--- src/rtl/ips2l_pcie_dma_tx_cpld_gen_if.sv ---
// Request + AXIS TX bundle for the CplD generator.
// master = generator side, slave = RX decoder / PCIe core side.
interface ips2l_pcie_dma_tx_cpld_gen_if;
    logic [2:0]   mrd_tc;
    logic [2:0]   mrd_attr;
    logic [9:0]   mrd_length;
    logic [15:0]  mrd_id;
    logic [7:0]   mrd_tag;
    logic [63:0]  mrd_addr;
    logic         cpld_req_vld;
    logic         cpld_req_rdy;
    logic         cpld_tx_rdy;
    logic         axis_slave_tvld;
    logic         axis_slave_trdy;
    logic [127:0] axis_slave_tdata;
    logic [3:0]   axis_slave_tkeep;
    logic         axis_slave_tlast;

    modport master (
        input  mrd_tc, mrd_attr, mrd_length, mrd_id, mrd_tag, mrd_addr, cpld_req_vld, axis_slave_trdy,
        output cpld_req_rdy, cpld_tx_rdy, axis_slave_tvld, axis_slave_tdata, axis_slave_tkeep,
               axis_slave_tlast
    );
    modport slave (
        output mrd_tc, mrd_attr, mrd_length, mrd_id, mrd_tag, mrd_addr, cpld_req_vld, axis_slave_trdy,
        input  cpld_req_rdy, cpld_tx_rdy, axis_slave_tvld, axis_slave_tdata, axis_slave_tkeep,
               axis_slave_tlast
    );
endinterface

--- src/rtl/ips2l_pcie_dma_tx_cpld_gen.sv ---
// One CplD TLP per memory-read request, payload streamed from BAR0 RAM with DW realignment.
// Optional IPS2L_PCIE_DMA_CPLD_CNT_EN adds o_cpld_cnt (completed TLP count).
module ips2l_pcie_dma_tx_cpld_gen #(
    parameter int ADDR_WIDTH = 9
) (
    input  logic                         clk,
    input  logic                         rst_n,
    input  logic [15:0]                  i_cfg_cpl_id,
    ips2l_pcie_dma_tx_cpld_gen_if.master io_if,
    output logic                         o_bar0_rd_clk_en,
    output logic [ADDR_WIDTH-1:0]        o_bar0_rd_addr,
    input  logic [127:0]                 i_bar0_rd_data
`ifdef IPS2L_PCIE_DMA_CPLD_CNT_EN
    ,
    output logic [31:0]                  o_cpld_cnt
`endif
);

    typedef enum logic [1:0] {IDLE, FETCH, HDR, DATA} state_t;

    state_t                r_state;
    logic                  r_req_rdy;
    logic [15:0]           r_cpl_id;
    logic [15:0]           r_id;
    logic [2:0]            r_tc;
    logic [2:0]            r_attr;
    logic [9:0]            r_len;
    logic [7:0]            r_tag;
    logic [4:0]            r_addr_dw;
    logic                  r_single;
    logic [1:0]            r_last_dw;
    logic [8:0]            r_beats_left;
    logic [8:0]            r_rd_left;
    logic [ADDR_WIDTH-1:0] r_rd_addr;
    logic                  r_pend;
    logic [1:0]            r_cnt;
    logic [2:0][127:0]     r_q;

    logic [10:0]  w_n;
    logic [10:0]  w_span;
    logic [10:0]  w_nplus2;
    logic         w_acc;
    logic         w_beat_rdy;
    logic         w_tvld;
    logic         w_hs;
    logic         w_last;
    logic         w_pop;
    logic [2:0]   w_occ;
    logic         w_rd_en;
    logic [2:0]   w_s;
    logic [255:0] w_pair;
    logic [31:0]  w_h0;
    logic [31:0]  w_h1;
    logic [31:0]  w_h2;
    logic [31:0]  w_p0;

    assign w_n      = (io_if.mrd_length == 10'd0) ? 11'd1024 : {1'b0, io_if.mrd_length};
    assign w_span   = w_n + {9'd0, io_if.mrd_addr[3:2]} - 11'd1;
    assign w_nplus2 = w_n + 11'd2;

    // Words are queued oldest-first; a data beat straddles q[0] and q[1].
    assign w_acc      = (r_state == IDLE) && io_if.cpld_req_vld && r_req_rdy;
    assign w_beat_rdy = (r_cnt >= 2'd2) || ((r_cnt != 2'd0) && (r_rd_left == 9'd0) && !r_pend);
    assign w_tvld     = (r_state == HDR) || ((r_state == DATA) && w_beat_rdy);
    assign w_hs       = w_tvld && io_if.axis_slave_trdy;
    assign w_last     = ((r_state == HDR) && r_single) || ((r_state == DATA) && (r_beats_left == 9'd1));
    assign w_pop      = w_hs && (r_state == DATA);
    // Read only when the returning word is guaranteed a free slot.
    assign w_occ      = {1'b0, r_cnt} + {2'b00, r_pend};
    assign w_rd_en    = (r_state != IDLE) && (r_rd_left != 9'd0) && (w_occ <= 3'd2 + {2'b00, w_pop});

    assign w_s    = {1'b0, r_addr_dw[1:0]} + 3'd1;
    assign w_pair = {r_q[1], r_q[0]};
    assign w_p0   = r_q[0][{r_addr_dw[1:0], 5'd0} +: 32];
    assign w_h0   = {3'b010, 5'b01010, 1'b0, r_tc, 1'b0, r_attr[2], 4'b0000, r_attr[1:0], 2'b00, r_len};
    assign w_h1   = {r_cpl_id, 4'b0000, r_len, 2'b00};
    assign w_h2   = {r_id, r_tag, 1'b0, r_addr_dw, 2'b00};

    assign io_if.cpld_req_rdy     = r_req_rdy;
    assign io_if.cpld_tx_rdy      = r_req_rdy;
    assign io_if.axis_slave_tvld  = w_tvld;
    assign io_if.axis_slave_tlast = w_last;
    assign io_if.axis_slave_tdata = (r_state == HDR)  ? {w_p0, w_h2, w_h1, w_h0} :
                                    (r_state == DATA) ? w_pair[{w_s, 5'd0} +: 128] : '0;
    assign io_if.axis_slave_tkeep = (r_state == HDR)  ? 4'b1111 :
                                    (r_state == DATA) ? (w_last ? (4'b1111 >> (2'd3 - r_last_dw)) : 4'b1111)
                                                      : 4'b0000;
    assign o_bar0_rd_clk_en = w_rd_en;
    assign o_bar0_rd_addr   = r_rd_addr;

    always_ff @(posedge clk or negedge rst_n) begin
        if (!rst_n) begin
            r_state      <= IDLE;
            r_req_rdy    <= 1'b1;
            r_cpl_id     <= '0;
            r_id         <= '0;
            r_tc         <= '0;
            r_attr       <= '0;
            r_len        <= '0;
            r_tag        <= '0;
            r_addr_dw    <= '0;
            r_single     <= 1'b0;
            r_last_dw    <= '0;
            r_beats_left <= '0;
            r_rd_left    <= '0;
            r_rd_addr    <= '0;
            r_pend       <= 1'b0;
            r_cnt        <= '0;
            r_q          <= '0;
        end else begin
            r_pend <= w_rd_en;
            if (w_rd_en) begin
                r_rd_addr <= r_rd_addr + 1'b1;
                r_rd_left <= r_rd_left - 9'd1;
            end

            if (w_acc) begin
                r_cnt <= '0;
            end else begin
                case ({w_pop, r_pend})
                    2'b01: begin
                        r_q[r_cnt] <= i_bar0_rd_data;
                        r_cnt      <= r_cnt + 2'd1;
                    end
                    2'b10: begin
                        r_q[0] <= r_q[1];
                        r_q[1] <= r_q[2];
                        r_cnt  <= r_cnt - 2'd1;
                    end
                    2'b11: begin
                        r_q[0]             <= r_q[1];
                        r_q[1]             <= r_q[2];
                        r_q[r_cnt - 2'd1]  <= i_bar0_rd_data;
                    end
                    default: ;
                endcase
            end

            case (r_state)
                IDLE: if (w_acc) begin
                    r_state      <= FETCH;
                    r_req_rdy    <= 1'b0;
                    r_cpl_id     <= i_cfg_cpl_id;
                    r_id         <= io_if.mrd_id;
                    r_tc         <= io_if.mrd_tc;
                    r_attr       <= io_if.mrd_attr;
                    r_len        <= io_if.mrd_length;
                    r_tag        <= io_if.mrd_tag;
                    r_addr_dw    <= io_if.mrd_addr[6:2];
                    r_single     <= (w_n == 11'd1);
                    r_last_dw    <= w_n[1:0] + 2'd2;
                    r_beats_left <= w_nplus2[10:2];
                    r_rd_left    <= w_span[10:2] + 9'd1;
                    r_rd_addr    <= io_if.mrd_addr[ADDR_WIDTH+3:4];
                end
                FETCH: if (r_pend) r_state <= HDR;
                HDR: if (w_hs) begin
                    r_state   <= r_single ? IDLE : DATA;
                    r_req_rdy <= r_single;
                end
                DATA: if (w_hs) begin
                    r_beats_left <= r_beats_left - 9'd1;
                    if (w_last) begin
                        r_state   <= IDLE;
                        r_req_rdy <= 1'b1;
                    end
                end
                default: r_state <= IDLE;
            endcase
        end
    end

`ifdef IPS2L_PCIE_DMA_CPLD_CNT_EN
    logic [31:0] r_cpld_cnt;
    always_ff @(posedge clk or negedge rst_n) begin
        if (!rst_n)              r_cpld_cnt <= '0;
        else if (w_hs && w_last) r_cpld_cnt <= r_cpld_cnt + 32'd1;
    end
    assign o_cpld_cnt = r_cpld_cnt;
`endif

endmodule

--- src/flat_wrapper.sv ---
// flat-port wrapper written by rule: the top's interface ports become plain ports
module ips2l_pcie_dma_tx_cpld_gen_flat 
#(
    parameter int ADDR_WIDTH = 9
)
  (clk, rst_n, i_cfg_cpl_id, o_bar0_rd_clk_en, o_bar0_rd_addr, i_bar0_rd_data, io_if_mrd_tc, io_if_mrd_attr, io_if_mrd_length, io_if_mrd_id, io_if_mrd_tag, io_if_mrd_addr, io_if_cpld_req_vld, io_if_axis_slave_trdy, io_if_cpld_req_rdy, io_if_cpld_tx_rdy, io_if_axis_slave_tvld, io_if_axis_slave_tdata, io_if_axis_slave_tkeep, io_if_axis_slave_tlast);
  ips2l_pcie_dma_tx_cpld_gen_if io_if_i ();
  input  logic clk;
  input  logic rst_n;
  input  logic [15:0] i_cfg_cpl_id;
  output logic o_bar0_rd_clk_en;
  output logic [ADDR_WIDTH-1:0] o_bar0_rd_addr;
  input  logic [127:0] i_bar0_rd_data;
  input wire logic [$bits(io_if_i.mrd_tc)-1:0] io_if_mrd_tc;
  input wire logic [$bits(io_if_i.mrd_attr)-1:0] io_if_mrd_attr;
  input wire logic [$bits(io_if_i.mrd_length)-1:0] io_if_mrd_length;
  input wire logic [$bits(io_if_i.mrd_id)-1:0] io_if_mrd_id;
  input wire logic [$bits(io_if_i.mrd_tag)-1:0] io_if_mrd_tag;
  input wire logic [$bits(io_if_i.mrd_addr)-1:0] io_if_mrd_addr;
  input wire logic [$bits(io_if_i.cpld_req_vld)-1:0] io_if_cpld_req_vld;
  input wire logic [$bits(io_if_i.axis_slave_trdy)-1:0] io_if_axis_slave_trdy;
  output wire logic [$bits(io_if_i.cpld_req_rdy)-1:0] io_if_cpld_req_rdy;
  output wire logic [$bits(io_if_i.cpld_tx_rdy)-1:0] io_if_cpld_tx_rdy;
  output wire logic [$bits(io_if_i.axis_slave_tvld)-1:0] io_if_axis_slave_tvld;
  output wire logic [$bits(io_if_i.axis_slave_tdata)-1:0] io_if_axis_slave_tdata;
  output wire logic [$bits(io_if_i.axis_slave_tkeep)-1:0] io_if_axis_slave_tkeep;
  output wire logic [$bits(io_if_i.axis_slave_tlast)-1:0] io_if_axis_slave_tlast;
  assign io_if_i.mrd_tc = io_if_mrd_tc;
  assign io_if_i.mrd_attr = io_if_mrd_attr;
  assign io_if_i.mrd_length = io_if_mrd_length;
  assign io_if_i.mrd_id = io_if_mrd_id;
  assign io_if_i.mrd_tag = io_if_mrd_tag;
  assign io_if_i.mrd_addr = io_if_mrd_addr;
  assign io_if_i.cpld_req_vld = io_if_cpld_req_vld;
  assign io_if_i.axis_slave_trdy = io_if_axis_slave_trdy;
  assign io_if_cpld_req_rdy = io_if_i.cpld_req_rdy;
  assign io_if_cpld_tx_rdy = io_if_i.cpld_tx_rdy;
  assign io_if_axis_slave_tvld = io_if_i.axis_slave_tvld;
  assign io_if_axis_slave_tdata = io_if_i.axis_slave_tdata;
  assign io_if_axis_slave_tkeep = io_if_i.axis_slave_tkeep;
  assign io_if_axis_slave_tlast = io_if_i.axis_slave_tlast;
  ips2l_pcie_dma_tx_cpld_gen #(.ADDR_WIDTH(ADDR_WIDTH)) u_core (.clk(clk), .rst_n(rst_n), .i_cfg_cpl_id(i_cfg_cpl_id), .io_if(io_if_i), .o_bar0_rd_clk_en(o_bar0_rd_clk_en), .o_bar0_rd_addr(o_bar0_rd_addr), .i_bar0_rd_data(i_bar0_rd_data));
endmodule
--- config.mk ---
export PLATFORM = sky130hd
export DESIGN_NAME = ips2l_pcie_dma_tx_cpld_gen_flat
export DESIGN_NICKNAME = d
export VERILOG_FILES = /design/src/rtl/ips2l_pcie_dma_tx_cpld_gen_if.sv /design/src/rtl/ips2l_pcie_dma_tx_cpld_gen.sv /design/src/flat_wrapper.sv
export SDC_FILE = /design/constraint.sdc
export NUM_CORES = 2
export LEC_CHECK = 0
export ABC_AREA = 1
export CAP_MARGIN = 20
export CELL_PAD_IN_SITES_DETAIL_PLACEMENT = 1
export CELL_PAD_IN_SITES_GLOBAL_PLACEMENT = 2
export CORE_MARGIN = 2
export CORE_UTILIZATION = 28
export DETAILED_ROUTE_END_ITERATION = 10
export GPL_TIMING_DRIVEN = 0
export PLACE_DENSITY = 0.8
export SYNTH_ARGS = -nofsm -noshare
export SYNTH_HDL_FRONTEND = slang
export SYNTH_SLANG_ARGS = --single-unit
--- constraint.sdc ---
create_clock -name clk -period 2.8 [get_ports clk]
set_input_delay 0.28 -clock clk [delete_from_list [all_inputs] [get_ports clk]]
set_output_delay 0.28 -clock clk [all_outputs]
set_load 0.05 [all_outputs]
Yosys cells after proc, flatten, opt, wreduce, memory -nomap -nowiden
Index checks and enable logic that the tools add are counted.
W data, S select, Z words.
- logic and storage cells: 127
- output and inout port bits: 146
- input bits: 252
- flip-flop bits (word level): 481
- equal/unequal tests: 13
- reductions and logical operators: 34
- add/sub/neg operators: 14
- shift-type cells: 3
- bitwise operators: 1
- $lt $le $gt $ge: 6
- multiplexer cells: 37
- operator list (kind ; count):
    $bwmux W384 ; 2
    $pmux W256 S3 ; 1
    $demux W128 S2 ; 2
    $mux W128 ; 4
    $pmux W128 S2 ; 1
    $shiftx A256 B9 Y128 ; 1
    $shiftx A128 B8 Y32 ; 1
    $mux W9 ; 8
    $add A9 B1 Y9 const B ; 2
    $pmux W9 S2 ; 1
    $sub A9 B1 Y9 const B ; 2
    $mux W2 ; 7
    $logic_and A1 B1 Y1 ; 13
    $mux W4 ; 3
    $add A11 B2 Y11 ; 1
    $add A11 B2 Y11 const B ; 1
    $eq A11 B1 Y1 const B ; 1
    $mux W11 ; 1
    $sub A11 B1 Y11 const B ; 1
    $logic_not A10 Y1 ; 1
    $ne A2 B1 Y1 const B ; 5
    $reduce_and A5 Y1 ; 2
    $eq A9 B1 Y1 const B ; 1
    $logic_not A9 Y1 ; 1
    other kinds (27) ; 45

Longest topological paths before layout
- depth after elaboration: 14
- gate-level depth with buffers: 22
- mapped depth without buffers: 22

Worst setup path after synthesis
Ideal clock, no wire load.
- kind: register to register
- start point: register u_core.r_cnt[0]
- end point: register u_core.r_q[43] in the netlist's numbering
- clock period less this slack: 3.766 ns
- arrival: 3.641 ns
- library setup time: 0.125 ns
- required time: 2.675 ns
- stages on the path, launching flop included: 15
- buffers on the path: 2
- path slack: -0.966 ns
- cells stage by stage: dfrtp_1 inv_1 ha_1 inv_1 nand4_1 a31oi_1 nand3_1 inv_1 ha_1 nor2_1 a22oi_1 clkbuf_1 clkbuf_1 o22ai_1 mux2_2
- cells in the longest elaborated chain, start to end: 11
- elaborated cells on any way between the ends: 28
- classes of those cells: 1 x add/sub; 5 x order compare; 3 x eq/ne; 7 x mux; 12 x reduce/logical
- RTL lines (element ; RTL line ; RTL):
    from (decl) ; ips2l_pcie_dma_tx_cpld_gen.sv:36 ; logic [1:0] r_cnt;
    from (signal assigned) ; ips2l_pcie_dma_tx_cpld_gen.sv:123 ; r_cnt <= r_cnt + 2'd1;
    from (signal assigned) ; ips2l_pcie_dma_tx_cpld_gen.sv:128 ; r_cnt <= r_cnt - 2'd1;
    $reduce_bool A2 Y1 ; ips2l_pcie_dma_tx_cpld_gen.sv:63 ; assign w_beat_rdy = (r_cnt >= 2'd2) || ((r_cnt != 2'd0) && (r_rd_left == 9'd0) && !r_pend);
    $logic_and A1 B1 Y1 (2 in a row) ; ips2l_pcie_dma_tx_cpld_gen.sv:63 ;
    $logic_or A1 B1 Y1 (*) ; ips2l_pcie_dma_tx_cpld_gen.sv:63 ;
    $logic_and A1 B1 Y1 (*) ; ips2l_pcie_dma_tx_cpld_gen.sv:64 ; assign w_tvld = (r_state == HDR) || ((r_state == DATA) && w_beat_rdy);
    $logic_or A1 B1 Y1 (*) ; ips2l_pcie_dma_tx_cpld_gen.sv:64 ;
    via io_if_axis_slave_tvld ; flat_wrapper.sv:24 ; output wire logic [$bits(io_if_i.axis_slave_tvld)-1:0] io_if_axis_slave_tvld;
    $logic_and A1 B1 Y1 (*) ; ips2l_pcie_dma_tx_cpld_gen.sv:65 ; assign w_hs = w_tvld && io_if.axis_slave_trdy;
    $logic_and A1 B1 Y1 (*) ; ips2l_pcie_dma_tx_cpld_gen.sv:67 ; assign w_pop = w_hs && (r_state == DATA);
    $eq A2 B2 Y1 / $eq A2 B1 Y1 (equally long branches) ; ips2l_pcie_dma_tx_cpld_gen.sv:120 ; case ({w_pop, r_pend})
    $reduce_bool A3 Y1 (no source line) ; - ;
    $reduce_and A2 Y1 (no source line) ; - ;
    to (signal, indexed assignment) ; ips2l_pcie_dma_tx_cpld_gen.sv:122 ; r_q[r_cnt] <= i_bar0_rd_data;
    to (signal, indexed assignment) ; ips2l_pcie_dma_tx_cpld_gen.sv:133 ; r_q[r_cnt - 2'd1] <= i_bar0_rd_data;
    to (decl) ; ips2l_pcie_dma_tx_cpld_gen.sv:37 ; logic [2:0][127:0] r_q;
The timed path passes the listed nets; every way through them passes the cells marked *.
A chain may end at the register's enable or synchronous reset.

Worst setup path after layout
- start point: register u_core.r_pend
- end point: register u_core.r_q[73] in the netlist's numbering
- cells in the longest elaborated chain, start to end: 10
- elaborated cells on any way between the ends: 13
- classes of those cells: 3 x eq/ne; 1 x mux; 9 x reduce/logical
- RTL lines (element ; RTL line ; RTL):
    from (decl) ; ips2l_pcie_dma_tx_cpld_gen.sv:35 ; logic r_pend;
    from (signal assigned) ; ips2l_pcie_dma_tx_cpld_gen.sv:111 ; r_pend <= w_rd_en;
    $logic_not A1 Y1 ; ips2l_pcie_dma_tx_cpld_gen.sv:63 ;
    $logic_and A1 B1 Y1 ; ips2l_pcie_dma_tx_cpld_gen.sv:63 ;
    $logic_or A1 B1 Y1 ; ips2l_pcie_dma_tx_cpld_gen.sv:63 ;
    $logic_and A1 B1 Y1 ; ips2l_pcie_dma_tx_cpld_gen.sv:64 ;
    $logic_or A1 B1 Y1 ; ips2l_pcie_dma_tx_cpld_gen.sv:64 ;
    $logic_and A1 B1 Y1 ; ips2l_pcie_dma_tx_cpld_gen.sv:65 ;
    $logic_and A1 B1 Y1 ; ips2l_pcie_dma_tx_cpld_gen.sv:67 ;
    $eq A2 B2 Y1 / $eq A2 B1 Y1 (equally long branches) ; ips2l_pcie_dma_tx_cpld_gen.sv:120 ;
    $reduce_bool A3 Y1 (no source line) ; - ;
    $reduce_and A2 Y1 (no source line) ; - ;
Several ways; a longest one is shown, not always the timed one.

==> summary.txt <==
=====================================================================================================
Primary FF master, synth                                                                 sky130_fd_sc_hd__dfrtp_1
Share of total power in sequential cells                                                        0.296
Remaining number of nets flagged by the antenna check after routing                                 0
Leakage power of the design                                                                   17.3 nW
Clock tree root driver cell                                                              sky130_fd_sc_hd__clkbuf_16
Final Util                                                                                      0.394
Cell internal power dissipation                                                               21.0 mW
Cell types occupying the most area after synthesis                                       sky130_fd_sc_hd__dfrtp_1, sky130_fd_sc_hd__o21ai_0, sky130_fd_sc_hd__nand2_1
Critical path arrival                                                                         3.77 ns
Num rows                                                                                          114
Via count of the first global-routing pass                                                      29600
Post-synth ARST share                                                                            1.00
TritonCTS clock tree                                                                             done
I/O pin count                                                                                     398
Largest family of logic cells by synthesized area                                        compound AO/OA/AOI/OAI gates
Starting DRC count in detailed routing                                                           2949
Kind of end point of the critical path                                                      flip-flop
Hold Crit Class                                                                          input port to flip-flop
Setup violations, final                                                                           501
Total die area                                                                             100000 um2
Power per cell area                                                                       1070 nW/um2
Worst r2r dst                                                                            u_core.r_q[73]
Reg2Reg Setup Slack                                                                          -0.44 ns
H-Tree Depth                                                                                        2
Max cap viols                                                                                       0
Maximum buffer depth of the clock tree                                                              3
Result of the run                                                                        finished, violations left
Cell taking the most area after synthesis                                                sky130_fd_sc_hd__dfrtp_1
Proportion of netlist area held by the largest area contributor                                 0.440
First-pass iteration count of the detailed router                                                   6
Start-to-end type of the worst setup path                                                flip-flop to flip-flop
Share of synthesized area occupied by flip-flops and latches                                    0.441
Number of enable-type register cells in the synthesized netlist                                     0
Wire length of the first global-routing pass                                                217000 um
Share of final-layout standard cells stronger than drive strength 1                             0.198
Gp weighted congestion                                                                           1.04
Reg2reg start                                                                            u_core.r_pend
Routed vias                                                                                     30000
Ratio of routed vias to standard cells                                                           5.41
Switching Fraction                                                                              0.485
Count of final max-slew check failures                                                              0
Leftover overflow at the end of global routing                                                      0
Final critical delay including setup and external delays                                      3.24 ns
Simple logic cell fraction of the synthesized area                                              0.177
Worst setup path start                                                                   u_core.r_pend
Worst path required time                                                                      3.33 ns
Share of total power in the clock network                                                       0.200
Final Hold Violating Endpoints                                                                      0
Initial cell density of the core                                                                0.282
CTS Buf Count                                                                                      59
Complex-gate fraction of the synthesized area                                                   0.232
Post-synthesis mux area share                                                                  0.0198
Yosys warning count                                                                                 0
Detailed placer's ending HPWL                                                               124000 um
Net load switching power                                                                      19.7 mW
Setup WS post-layout                                                                        -0.437 ns
Post-Syn Area per Cell                                                                       7.36 um2
Synth-to-layout area growth                                                                     39.6%
Violations in the final reports                                                          setup timing
Post-synthesis share of cell area spent on full adders, half adders and majority gates         0.0200
Maximum fanout count along the critical path                                                        8
Startpoint types                                                                            flip-flop
Synthesized net count                                                                            4005
Number of instances in the synthesized netlist                                                   3710
Hold Path Depth                                                                                     3
Detailed Route WL                                                                           162000 um
IR drop worst, VDD                                                                           0.597 mV
Clock network latency to the later pin of the worst-skew pair                                 0.67 ns
Combinational power share                                                                       0.503
NumNets Final                                                                                    4506
Terminating pin of the worst hold path                                                   u_core.r_len[7]
Die height                                                                                     316 um
Xor and xnor area share after synthesis                                                       0.00673
Highest achievable clock rate                                                                 309 MHz
Pin count of the biggest net entering global routing                                              115
Antenna violations before repair                                                                    7
Seq cells post-synth                                                                              481
Final worst-path cycle share                                                                     1.16
Worst slack on hold paths                                                                   0.0631 ns
Worst Tran Pin Value                                                                         0.783 ns
Worst Min Path Start                                                                     io_if_mrd_length[7]
Logic depth of the worst register-to-register path                                                 13
Port-buffer cells                                                                                 344
Standard cell core area                                                                     96700 um2
Clock Sinks                                                                                       481
Overall die width                                                                              316 um
Largest clock skew in the final design                                                      0.0331 ns
Unrepaired setup endpoints after global routing                                                  true
Overall power consumption                                                                     40.8 mW
Routed wire length per instance                                                               29.2 um
Setup TNS after final layout                                                               -119.00 ns
Normalized max-slew margin                                                                      0.476
Count of cell types in the netlist                                                                 41
Clock Pin Slew Worst Setup and Hold Paths                                                     0.06 ns
DRC violations left                                                                                 0
Overall routing resource usage                                                                  0.306
Area of the mapped netlist                                                                  27300 um2
=====================================================================================================
## registers in the layout, indices dropped and copies added, names as in the netlist, 5 cells and up
signal and count:
u_core.r_tag 8, u_core.r_q 384, u_core.r_cpl_id 16, u_core.o_bar0_rd_addr 9, u_core.r_len 10, u_core.r_addr_dw 5, u_core.r_rd_left 9, u_core.r_id 16
u_core.r_beats_left 9
## power groups by stage
stage / registers [mW] / clock network, mW / logic [mW]
detailed placement: 11.9 / 0 / 16.6
global placement: 12.0 / 0 / 16.3
CTS: 11.9 / 8.21 / 17.7
finish: 12.1 / 8.16 / 20.5
floorplan: 11.0 / 0 / 9.55
global route: 12.2 / 8.49 / 21.6
## kinds of logic (layout without fill, tap and decap cells)
group,Yosys count,count (layout)
compound gates,1175,1175
xor+xnor,21,21
fa+ha+maj,43,43
buf+inv,730,1280
flops,481,481
mux,48,48
other cells,0,4
simple gates,1212,1212
## cell usage after synthesis (all sizes together), types with 2 or more instances
master  count
o211ai     21
inv       451
o21ai     834
or2         6
xnor2       5
ha         42
xor2       16
clkbuf    202
nor3       10
a22oi       4
a32o       16
nor2      106
buf        76
o221ai      8
nand3b      4
nand2     902
mux2       48
a21oi     111
o31ai       2
dfrtp     480
a211oi     24
o21bai      2
a41oi       2
a31oi      15
nand3     171
o22ai     134
nand4      11
## metrics by stage
stage               setup slack [ns]  cell area, um2  instances
floorplan                    -0.0552           27700       3710
global placement              -21.39           32700       5330
detailed placement             -1.62           32800       5335
CTS                           -0.445           35800       5463
global route                  -0.560           38100       5536
finish                        -0.437           38100       5540
## placed cells by master (no fill, tap or decap), drive strengths merged, types with 4 or more instances in the layout
cell type	netlist	routed
a21oi	111	111
bufinv	0	5
a211oi	24	24
a32o	16	16
nand3	171	171
dfrtp	480	480
o22ai	134	134
nand3b	4	4
o21ai	834	834
clkdlybuf4s15	0	21
o211ai	21	21
diode	0	4
mux2	48	48
or2	6	6
a31oi	15	15
ha	42	42
a22oi	4	4
xor2	16	16
nand4	11	11
xnor2	5	5
inv	451	457
clkdlybuf4s50	0	204
dlymetal6s2s	0	8
nor2	106	106
buf	76	319
nor3	10	10
nand2	902	902
clkinv	1	14
o221ai	8	8
clkbuf	202	246
## cell type report
type	instances	area [um2]
Inverter	452	1720
Timing Repair Buffer	442	4720
Buffer	276	2490
Antenna cell	4	10.0
Multi-Input combinational cell	2499	13500
Fill cell	11600	58600
Sequential cell	481	12000
Clock inverter	26	292
Clock buffer	84	1740
Tap cell	1276	1600
## worst max-delay path, cell delays in order (launching register included)
cell	delay, ns
sky130_fd_sc_hd__dfrtp_1	0.47
sky130_fd_sc_hd__inv_1	0.26
sky130_fd_sc_hd__nand4_1	0.22
sky130_fd_sc_hd__a31oi_4	0.24
sky130_fd_sc_hd__nand3_4	0.12
sky130_fd_sc_hd__buf_4	0.15
sky130_fd_sc_hd__buf_4	0.13
sky130_fd_sc_hd__buf_4	0.14
sky130_fd_sc_hd__ha_4	0.15
sky130_fd_sc_hd__or2_4	0.26
sky130_fd_sc_hd__a21oi_4	0.23
sky130_fd_sc_hd__buf_12	0.22
sky130_fd_sc_hd__clkbuf_16	0.17
sky130_fd_sc_hd__mux2_2	0.32
## how the worst max path moves through the flow
stage | depth (start not counted) | slack [ns] | to
2_1_floorplan | 12 | -0.06 | u_core.r_q[43]
3_5_place_dp | 8 | -1.62 | io_if_axis_slave_tdata[32]
4_1_cts | 15 | -0.45 | o_bar0_rd_clk_en
6_report | 13 | -0.44 | u_core.r_q[73]
3_3_place_gp | 1 | -21.39 | u_core.r_beats_left[6]
5_1_grt | 15 | -0.56 | o_bar0_rd_clk_en
## what timing repair did
item                       4_1_cts  5_1_grt
hold buffers                     1        0
pin swaps                       24       27
gates cloned                     0       30
buffers inserted                17       50
gates resized for setup       1117      698
hold endpoints to repair        78        0
setup endpoints to repair      531      536
## layer usage
layer	share of wire	global-route usage	vias to the layer above
met2	0.44	0.473	1269
met4	0.063	0.156	4
met1	0.42	0.408	15100
met3	0.083	0.0568	333
li1	-	-	13300
met5	0.00021	0	-
(Power assumes the default switching activity.)
